===== config.mk =====
export PLATFORM = sky130hd
export DESIGN_NAME = counter_updown_mod
export DESIGN_NICKNAME = d
export VERILOG_FILES = /design/src/rtl/counter_pkg.sv /design/src/rtl/counter_mod_step.sv /design/src/rtl/counter_updown_mod.sv
export SDC_FILE = /design/constraint.sdc
export NUM_CORES = 1
export LEC_CHECK = 0
export ABC_AREA = 1
export CAP_MARGIN = 0
export CORE_AREA = 2 2 39 41
export DETAILED_ROUTE_END_ITERATION = 7
export DIE_AREA = 0 0 41 43
export SLEW_MARGIN = 20
export SYNTH_ARGS = -nofsm -noshare
export SYNTH_HDL_FRONTEND = slang
export SYNTH_HIERARCHICAL = 1
export SYNTH_SLANG_ARGS = --single-unit

===== constraint.sdc =====
create_clock -name CLK -period 1.7 [get_ports CLK]
set_input_delay 0.34 -clock CLK [delete_from_list [all_inputs] [get_ports CLK]]
set_output_delay 0.34 -clock CLK [all_outputs]
set_load 0.02 [all_outputs]

===== src/rtl/counter_pkg.sv =====
// counter_pkg
//   Shared definitions for the counter family.
//   CNT_UP / CNT_DOWN : direction encodings for the UP input.
//   mod_next()        : next value of a modulo counter, evaluated in 33 bits
//                       so a modulus of 2**32 still fits without overflow.
package counter_pkg;

    localparam logic CNT_UP   = 1'b1;
    localparam logic CNT_DOWN = 1'b0;

    // value is assumed < modulus; modulus is at least 2.
    function automatic logic [32:0] mod_next(input logic [32:0] value,
                                             input logic        up,
                                             input logic [32:0] modulus);
        logic [32:0] res;
        if (up == CNT_UP) begin
            res = (value == modulus - 33'd1) ? 33'd0 : value + 33'd1;
        end else begin
            res = (value == 33'd0) ? modulus - 33'd1 : value - 33'd1;
        end
        return res;
    endfunction

endpackage


===== src/rtl/counter_mod_step.sv =====
// counter_mod_step
//   Combinational next-value and terminal-count detection for a modulo
//   up/down counter.
//   Ports:
//     cnt_i  : current count (always < MODULUS)
//     up_i   : direction, CNT_UP or CNT_DOWN
//     nxt_o  : count after one step in the selected direction
//     term_o : current count is the terminal value for that direction,
//              i.e. the step performs a wrap
module counter_mod_step
    import counter_pkg::*;
#(
    parameter int     WIDTH   = 4,
    parameter longint MODULUS = 16
) (
    input  logic [WIDTH-1:0] cnt_i,
    input  logic             up_i,
    output logic [WIDTH-1:0] nxt_o,
    output logic             term_o
);

    localparam logic [32:0] MOD33  = 33'(MODULUS);
    localparam logic [32:0] LAST33 = 33'(MODULUS - 1);

    logic [32:0] cnt_ext;

    always_comb begin
        cnt_ext = 33'(cnt_i);
        // mod_next never produces a value >= MODULUS, so the truncation
        // back to WIDTH bits is lossless.
        nxt_o   = WIDTH'(mod_next(cnt_ext, up_i, MOD33));
        term_o  = (up_i == CNT_UP) ? (cnt_ext == LAST33) : (cnt_ext == 33'd0);
    end

endmodule


===== src/rtl/counter_updown_mod.sv =====
// counter_updown_mod
//   Synchronous modulo up/down counter with load, terminal-count strobe and
//   sticky wrap flag.
//   Parameters: WIDTH (1..32), MODULUS (2..2**WIDTH), INIT (< MODULUS).
//   Ports:
//     CLK    : clock, rising edge
//     RESETN : synchronous active-low reset (O <= INIT, OVF <= 0)
//     CE     : count enable
//     UP     : direction, 1 = increment
//     LD     : parallel load, DATA clamped to MODULUS-1
//     DATA   : load value
//     O      : registered count
//     COUT   : combinational strobe, high in the cycle whose edge wraps O
//     OVF    : registered sticky wrap flag, cleared by reset or load
//   Edge priority: reset, then load, then count, then hold.
module counter_updown_mod
    import counter_pkg::*;
#(
    parameter int     WIDTH   = 4,
    parameter longint MODULUS = 16,
    parameter longint INIT    = 0
) (
    input  logic             CLK,
    input  logic             RESETN,
    input  logic             CE,
    input  logic             UP,
    input  logic             LD,
    input  logic [WIDTH-1:0] DATA,
    output logic [WIDTH-1:0] O,
    output logic             COUT,
    output logic             OVF
);

    // Reject illegal parameter combinations at elaboration.
    generate
        if (WIDTH < 1 || WIDTH > 32) begin : g_bad_width
            $fatal(1, "counter_updown_mod: WIDTH must be 1..32");
        end
        if (MODULUS < 2 || MODULUS > (64'sd1 <<< WIDTH)) begin : g_bad_mod
            $fatal(1, "counter_updown_mod: MODULUS must be 2..2**WIDTH");
        end
        if (INIT < 0 || INIT >= MODULUS) begin : g_bad_init
            $fatal(1, "counter_updown_mod: INIT must be < MODULUS");
        end
    endgenerate

    localparam logic [WIDTH-1:0] INIT_W = WIDTH'(INIT);
    localparam logic [WIDTH-1:0] LAST_W = WIDTH'(MODULUS - 1);
    localparam logic [32:0]      MOD33  = 33'(MODULUS);

    logic [WIDTH-1:0] cnt_q, cnt_d;
    logic             ovf_q, ovf_d;
    logic [WIDTH-1:0] step_nxt;
    logic             step_term;
    logic [WIDTH-1:0] ld_val;

    counter_mod_step #(
        .WIDTH   (WIDTH),
        .MODULUS (MODULUS)
    ) u_step (
        .cnt_i  (cnt_q),
        .up_i   (UP),
        .nxt_o  (step_nxt),
        .term_o (step_term)
    );

    always_comb begin
        // Compare in 33 bits so MODULUS = 2**WIDTH never clamps.
        ld_val = (33'(DATA) < MOD33) ? DATA : LAST_W;

        cnt_d = cnt_q;
        ovf_d = ovf_q;
        if (!RESETN) begin
            cnt_d = INIT_W;
            ovf_d = 1'b0;
        end else if (LD) begin
            cnt_d = ld_val;
            ovf_d = 1'b0;
        end else if (CE) begin
            cnt_d = step_nxt;
            ovf_d = ovf_q | step_term;
        end
    end

    always_ff @(posedge CLK) begin
        cnt_q <= cnt_d;
        ovf_q <= ovf_d;
    end

    // Strobe only when this edge really performs a wrap.
    assign COUT = CE & ~LD & RESETN & step_term;
    assign O    = cnt_q;
    assign OVF  = ovf_q;

endmodule

==> results of run 1 <==
-- flip-flops by register name, summed over array words and instances (netlist names) --
register and cells:
O 4, OVF 1
-- cells by family after synthesis --
| group | Yosys count | synth area share (%) |
|---|---|---|
| AND/OR/NAND/NOR | 42 | 47.13 |
| XOR/XNOR | 2 | 4.459 |
| AO/OA/AOI/OAI | 4 | 6.050 |
| flip-flops | 5 | 25.48 |
| buffers and inverters | 11 | 10.51 |
| adder cells (fa/ha/maj) | 2 | 6.368 |
-- worst paths after layout --
path / cells past startpoint / slack (ns) / end / start
setup reg to reg: 12 / 0.30 / O[3]$_SDFFE_PN0P_ / O[0]$_SDFFE_PN0P_
setup / recovery: 7 / 0.006 / COUT / O[0]$_SDFFE_PN0P_
hold reg to reg: 2 / 0.49 / OVF$_SDFFE_PP0P_ / OVF$_SDFFE_PP0P_
hold / removal: 2 / 0.49 / OVF$_SDFFE_PP0P_ / OVF$_SDFFE_PP0P_
-- cell usage after synthesis (all sizes together) --
library cell / n
a21oi: 2
dfxtp: 5
ha: 2
inv: 11
nand2: 22
nand3: 14
nand4: 2
nor2: 4
o21ai: 2
xnor2: 1
xor2: 1
-- metal layers --
| layer | track usage (%) | vias to the layer above | share of wire [%] |
|---|---|---|---|
| met5 | 0 | - | 0 |
| met4 | 6.000 | 0 | 0.98 |
| met3 | 4.712 | 2 | 6.7 |
| met2 | 26.88 | 23 | 52 |
| met1 | 15.48 | 239 | 40 |
| li1 | - | 288 | - |
-- power breakdown --
group / switching (mW) / internal [mW]
sequential: 0.0114 / 0.126
clock: 0.0449 / 0.0885
combinational: 0.0817 / 0.0929
-- tightest hold or removal path, delay by kind of cell, from the launching register on --
family           cells  cell delay, ns
AO/OA/AOI/OAI        1            0.07
flip-flops           1            0.32
AND/OR/NAND/NOR      1            0.07
-- per-stage QoR --
stage               std cells  area (um2)
floorplan                  66       392.9
global placement          112       673.1
detailed placement        112       673.1
CTS                       116       695.7
global route              119       767.0
finish                    119       767.0
-- what timing repair did --
action / in CTS / in global routing
setup buffers: 0 / 3
pin swaps: 4 / 5
gates resized for setup: 11 / 14
setup endpoints to repair: 3 / 3
-- cell type report --
type	instances	area share (%)
Inverter	11	5.710
Clock buffer	4	3.426
Multi-Input combinational cell	50	37.52
Tap cell	16	2.610
Timing Repair Buffer	33	36.70
Sequential cell	5	14.03
==> impl_metrics.py, run 1 <==
metrics = {
    "power_and_ir_drop": {
        "finalPower_mw": 0.4448,
        "powerDensity_mw_per_mm2": 580.0,
        "peakVddDrop_mv": 0.4441,
        "leakage_nw": 0.4162,
    },
    "floorplan": {
        "die_w_um": 41,
        "start_util_pct": 28.39,
        "die_y_um": 43,
        "core.rowCount": 14,
        "die-area_mm2": 0.001763,
        "coreArea_mm2": 0.001384,
        "ios": 15,
    },
    "place": {
        "place_ws_ns": -0.5451,
        "hpwl_um": 874.7,
        "numPortBuffers": 14,
        "gp_congestion": 0.7822,
    },
    "sta": {
        "relSlewSlack_pct": 84.75,
        "grt_setup_unrepaired": "yes",
        "maxSlewViolCount": 0,
        "setup_violations": 0,
        "fin_setup_tns_ns": 0,
        "fmax_mhz": 590.2,
        "hold_viol_final": 0,
        "layout_min_cycle_time_ns": 1.694,
        "skew_ns": 0.003710,
        "max_slew.worst_pin.slew_ns": 0.2284,
        "finalCritPeriodShare_pct": 99.67,
        "whs_ns": 0.4931,
        "fin_ws_ns": 0.005625,
    },
    "finish": {
        "fillCellCount": 149,
        "fin_nets": 115,
        "drive_gt1_share_pct": 33.01,
        "diodes": 0,
        "area_growth_pct": 95.22,
        "multi_input_comb_area_um2": 287.8,
        "fin_util_pct": 55.43,
        "final_cell_mix": "nand2_1 (22), buf_4 (20), nand3_1 (13)",
        "layout.area.seq_um2": 107.6,
        "layout_commonest_cell": "nand2_1",
    },
    "synth": {
        "yosys.cell_types.count": 14,
        "avgSynthCellArea_um2": 5.953,
        "synth_warnings": 6,
        "ys_ff_latch": 5,
        "syn_inst": 66,
        "yosys.area.top_type_share_pct": 25.48,
        "synth_top_area_cell": "dfxtp_1",
        "synthTopCellsByArea": "dfxtp_1 (25%), nand2_1 (21%), nand3_1 (17%)",
        "synth_fp_nets": 77,
        "syn-cell-area_um2": 392.9,
        "ys_seq_area_share_pct": 25.48,
    },
    "clock_network": {
        "clockRootBuffer": "clkbuf_4",
        "cts.path.max_buffers": 2,
        "hold_buffers": 0,
        "cts_sinks": 5,
        "clkTransAtPathRegs_ns": 0.04,
        "cts_tree": "built",
        "insertion_delay_ns": 0.24,
        "htree_num_levels": 1,
        "cts_buffers": 3,
    },
    "drt": {
        "postRouteAntennaNets": 0,
        "routed_wl_um": 1220,
        "drc": 0,
        "drt_pass1_iterations": 4,
        "detail_route.vias_per_cell": 4.639,
        "wl_per_cell_um": 10.25,
        "drt_iter0_markers": 10,
        "vias": 552,
    },
    "critical_path": {
        "worstPathRequired_ns": 1.36,
        "critPathArrivalTime_ns": 1.35,
        "slowest_stage": "dfxtp_4",
        "cp_max_fo": 3,
        "path_buf_inv": 2,
        "worst_setup_path_start_kind": "register",
        "crit_type": "reg -> out",
        "crit_chain": "inv_4 > ha_4 > nand4_1 > o21ai_2 > nand2_1 > nor2_1 > buf_4",
        "endpoint_kind": "output pin",
        "cp_top_family": "flip-flops",
        "cpPeakStageDelay_ns": 0.35,
    },
    "grt": {
        "grt_remaining_overflow": 0,
        "grt.total_usage_pct": 15.28,
        "grt_pass1_wl_um": 1821,
        "antenna_found_initial": 0,
        "grt_pass1_vias": 492,
        "grt_max_degree": 7,
    },
    "job": {
        "max-cap-violations": 0,
    },
    "status": {
        "outcome": "completed",
    },
    "hold_path": {
        "hp-class": "reg -> reg",
    },
}
Power figures use the tool's default switching activity.
==> run 2, diff against run 1 <==
--- a/config.mk
+++ b/config.mk
@@ -10,6 +10,7 @@
 export CORE_AREA = 2 2 39 41
 export DETAILED_ROUTE_END_ITERATION = 7
 export DIE_AREA = 0 0 41 43
+export RECOVER_POWER = 100
 export SLEW_MARGIN = 20
 export SYNTH_ARGS = -nofsm -noshare
 export SYNTH_HDL_FRONTEND = slang
==> results of run 2 <==
The final DEF is identical to that of run 1; final timing and power are the same.
==> run 3, diff against run 2 <==
--- a/config.mk
+++ b/config.mk
@@ -7,9 +7,9 @@
 export LEC_CHECK = 0
 export ABC_AREA = 1
 export CAP_MARGIN = 0
-export CORE_AREA = 2 2 39 41
+export CORE_AREA = 3 3 40 42
 export DETAILED_ROUTE_END_ITERATION = 7
-export DIE_AREA = 0 0 41 43
+export DIE_AREA = 0 0 43 45
 export RECOVER_POWER = 100
 export SLEW_MARGIN = 20
 export SYNTH_ARGS = -nofsm -noshare
==> constraint.sdc (replaced) <==
create_clock -name CLK -period 1.46 [get_ports CLK]
set_input_delay 0.292 -clock CLK [delete_from_list [all_inputs] [get_ports CLK]]
set_output_delay 0.292 -clock CLK [all_outputs]
set_load 0.02 [all_outputs]
==> run 3 against run 2 <==
  * The flow now finishes with violations (negative setup slack)
  * Clock skew shrank 0.0011 ns
  * Sequential share of layout area increased by 0.28 points
  * Count of clock-buffer cells in the layout stayed put
  * Non-clock buffer count decreased by 1
  * Sequential power rose by 18%
  * Die area increased by 9.8%
  * Cell area is 2.0% lower
  * Sequential cell count unchanged
  * Largest cell class unchanged
==> impl_metrics.py, run 3 (synthesis gave the netlist of run 1 again) <==
metrics = {
    "clock_network": {
        "cts.path.max_buffers": 2,
        "clkTransAtPathRegs_ns": 0.04,
        "hold_buffers": 0,
        "insertion_delay_ns": 0.24,
        "clockRootBuffer": "clkbuf_4",
        "htree_num_levels": 1,
        "cts_tree": "built",
        "cts_buffers": 3,
        "cts_sinks": 5,
    },
    "critical_path": {
        "worstPathRequired_ns": 1.17,
        "regToRegSetupSlack_ns": 0.09,
        "cp_max_fo": 4,
        "r2r_cells": 11,
        "rr_endpoint": "O[3]$_SDFFE_PN0P_",
        "worst_setup_path_start_kind": "register",
        "endpoint_kind": "output pin",
        "crit_end": "COUT",
        "crit_type": "reg -> out",
        "worstReg2RegStart": "O[1]$_SDFFE_PN0P_",
        "critPathArrivalTime_ns": 1.35,
        "startpoint": "O[1]$_SDFFE_PN0P_",
    },
    "grt": {
        "grt_pass1_vias": 517,
        "grt_remaining_overflow": 0,
        "grt_pass1_wl_um": 2139,
        "antenna_found_initial": 0,
        "grt_max_degree": 6,
        "grt.total_usage_pct": 15.00,
    },
    "finish": {
        "fillCellCount": 128,
        "fin_util_pct": 58.52,
        "regMostFlops": "O",
        "drive_gt1_share_pct": 32.35,
        "final_cell_mix": "nand2_1 (22), buf_4 (18), nand3_1 (13)",
        "fin_nets": 114,
        "final_cells": 117,
        "fin_area_um2": 752.0,
        "area_growth_pct": 91.40,
        "reg_top3": "O x4, OVF x1",
        "largest_register_ffs": 4,
        "diodes": 0,
        "layout_commonest_cell": "nand2_1",
    },
    "drt": {
        "vias": 534,
        "detail_route.vias_per_cell": 4.564,
        "drt_pass1_iterations": 4,
        "wl_per_cell_um": 11.51,
        "routed_wl_um": 1347,
        "drc": 0,
        "drt_iter0_markers": 11,
        "postRouteAntennaNets": 0,
    },
    "power_and_ir_drop": {
        "switching_share_pct": 31.21,
        "switchingPower_mw": 0.1605,
        "comb_power_share_pct": 38.7,
        "powerDensity_mw_per_mm2": 684.2,
        "power.internal_mw": 0.3539,
        "seq_power_share_pct": 31.4,
        "leakage_nw": 0.3991,
        "peakVddDrop_mv": 0.4131,
        "finalPower_mw": 0.5145,
        "pwr-share-clk_pct": 29.8,
    },
    "floorplan": {
        "coreArea_mm2": 0.001285,
        "core.rowCount": 13,
        "die-area_mm2": 0.001935,
        "ios": 15,
        "start_util_pct": 30.57,
        "die_w_um": 43,
        "die_y_um": 45,
    },
    "sta": {
        "fin_ws_ns": -0.1773,
        "skew_ns": 0.002643,
        "grt_setup_unrepaired": "yes",
        "hold_viol_final": 0,
        "relSlewSlack_pct": 83.25,
        "layout_min_cycle_time_ns": 1.637,
        "fmax_mhz": 610.8,
        "whs_ns": 0.4953,
        "max_slew.worst_pin.slew_ns": 0.2503,
        "finalCritPeriodShare_pct": 112.1,
        "fin_setup_tns_ns": -0.1773,
        "maxSlewViolCount": 0,
        "setup_violations": 1,
    },
    "place": {
        "gp_congestion": 0.7267,
        "place_ws_ns": -0.7079,
        "place_inst": 112,
        "place_area_um2": 684.4,
        "numPortBuffers": 14,
        "hpwl_um": 1032,
    },
    "hold_path": {
        "hp-class": "reg -> reg",
    },
    "status": {
        "outcome": "finished, violations left",
        "failed_checks": "negative setup slack",
    },
    "job": {
        "max-cap-violations": 0,
    },
}
## run 3: area by class of cell
cell class | instances | area, um2 | area share (%)
Clock buffer | 4 | 26.28 | 3.494
Inverter | 11 | 46.29 | 6.156
Multi-Input combinational cell | 50 | 279.0 | 37.10
Sequential cell | 5 | 107.6 | 14.31
Tap cell | 15 | 18.77 | 2.496
Timing Repair Buffer | 32 | 274.0 | 36.44
## run 3: how the worst min path moves through the flow
stage / from / endpoint / cells after the start
2_1_floorplan: RESETN / O[0]$_SDFFE_PN0P_ / 2
3_3_place_gp: OVF$_SDFFE_PP0P_ / OVF$_SDFFE_PP0P_ / 2
3_5_place_dp: OVF$_SDFFE_PP0P_ / OVF$_SDFFE_PP0P_ / 2
4_1_cts: OVF$_SDFFE_PP0P_ / OVF$_SDFFE_PP0P_ / 2
5_1_grt: OVF$_SDFFE_PP0P_ / OVF$_SDFFE_PP0P_ / 2
6_report: OVF$_SDFFE_PP0P_ / OVF$_SDFFE_PP0P_ / 2
## run 3: what timing repair did
action                                  in CTS  in global routing
gates resized for setup                     11                 14
pin swaps                                    0                  4
setup buffers                                0                  1
endpoints found under the setup margin       6                  4
## run 3: metal layers
metal | vias up | share of wire (%) | track usage, %
met5 | - | 0 | 0
met4 | 0 | 1.3 | 9.036
met3 | 2 | 1.1 | 2.390
met2 | 6 | 55 | 24.55
met1 | 242 | 42 | 18.60
li1 | 284 | - | -
## run 3: worst max-delay path: stages, from the launching register on
cell and delay, ns:
dfxtp_4 0.36, inv_4 0.06, ha_4 0.13, nand4_1 0.11, o21ai_1 0.12, nand2_1 0.10
nor2_2 0.10, buf_6 0.12
## run 3: power by group through the flow
stage / clock, mW / sequential [mW] / combinational, mW
floorplan: 0 / 0.175 / 0.0685
global placement: 0 / 0.161 / 0.187
detailed placement: 0 / 0.161 / 0.190
CTS: 0.163 / 0.158 / 0.184
global route: 0.176 / 0.163 / 0.220
finish: 0.154 / 0.162 / 0.199
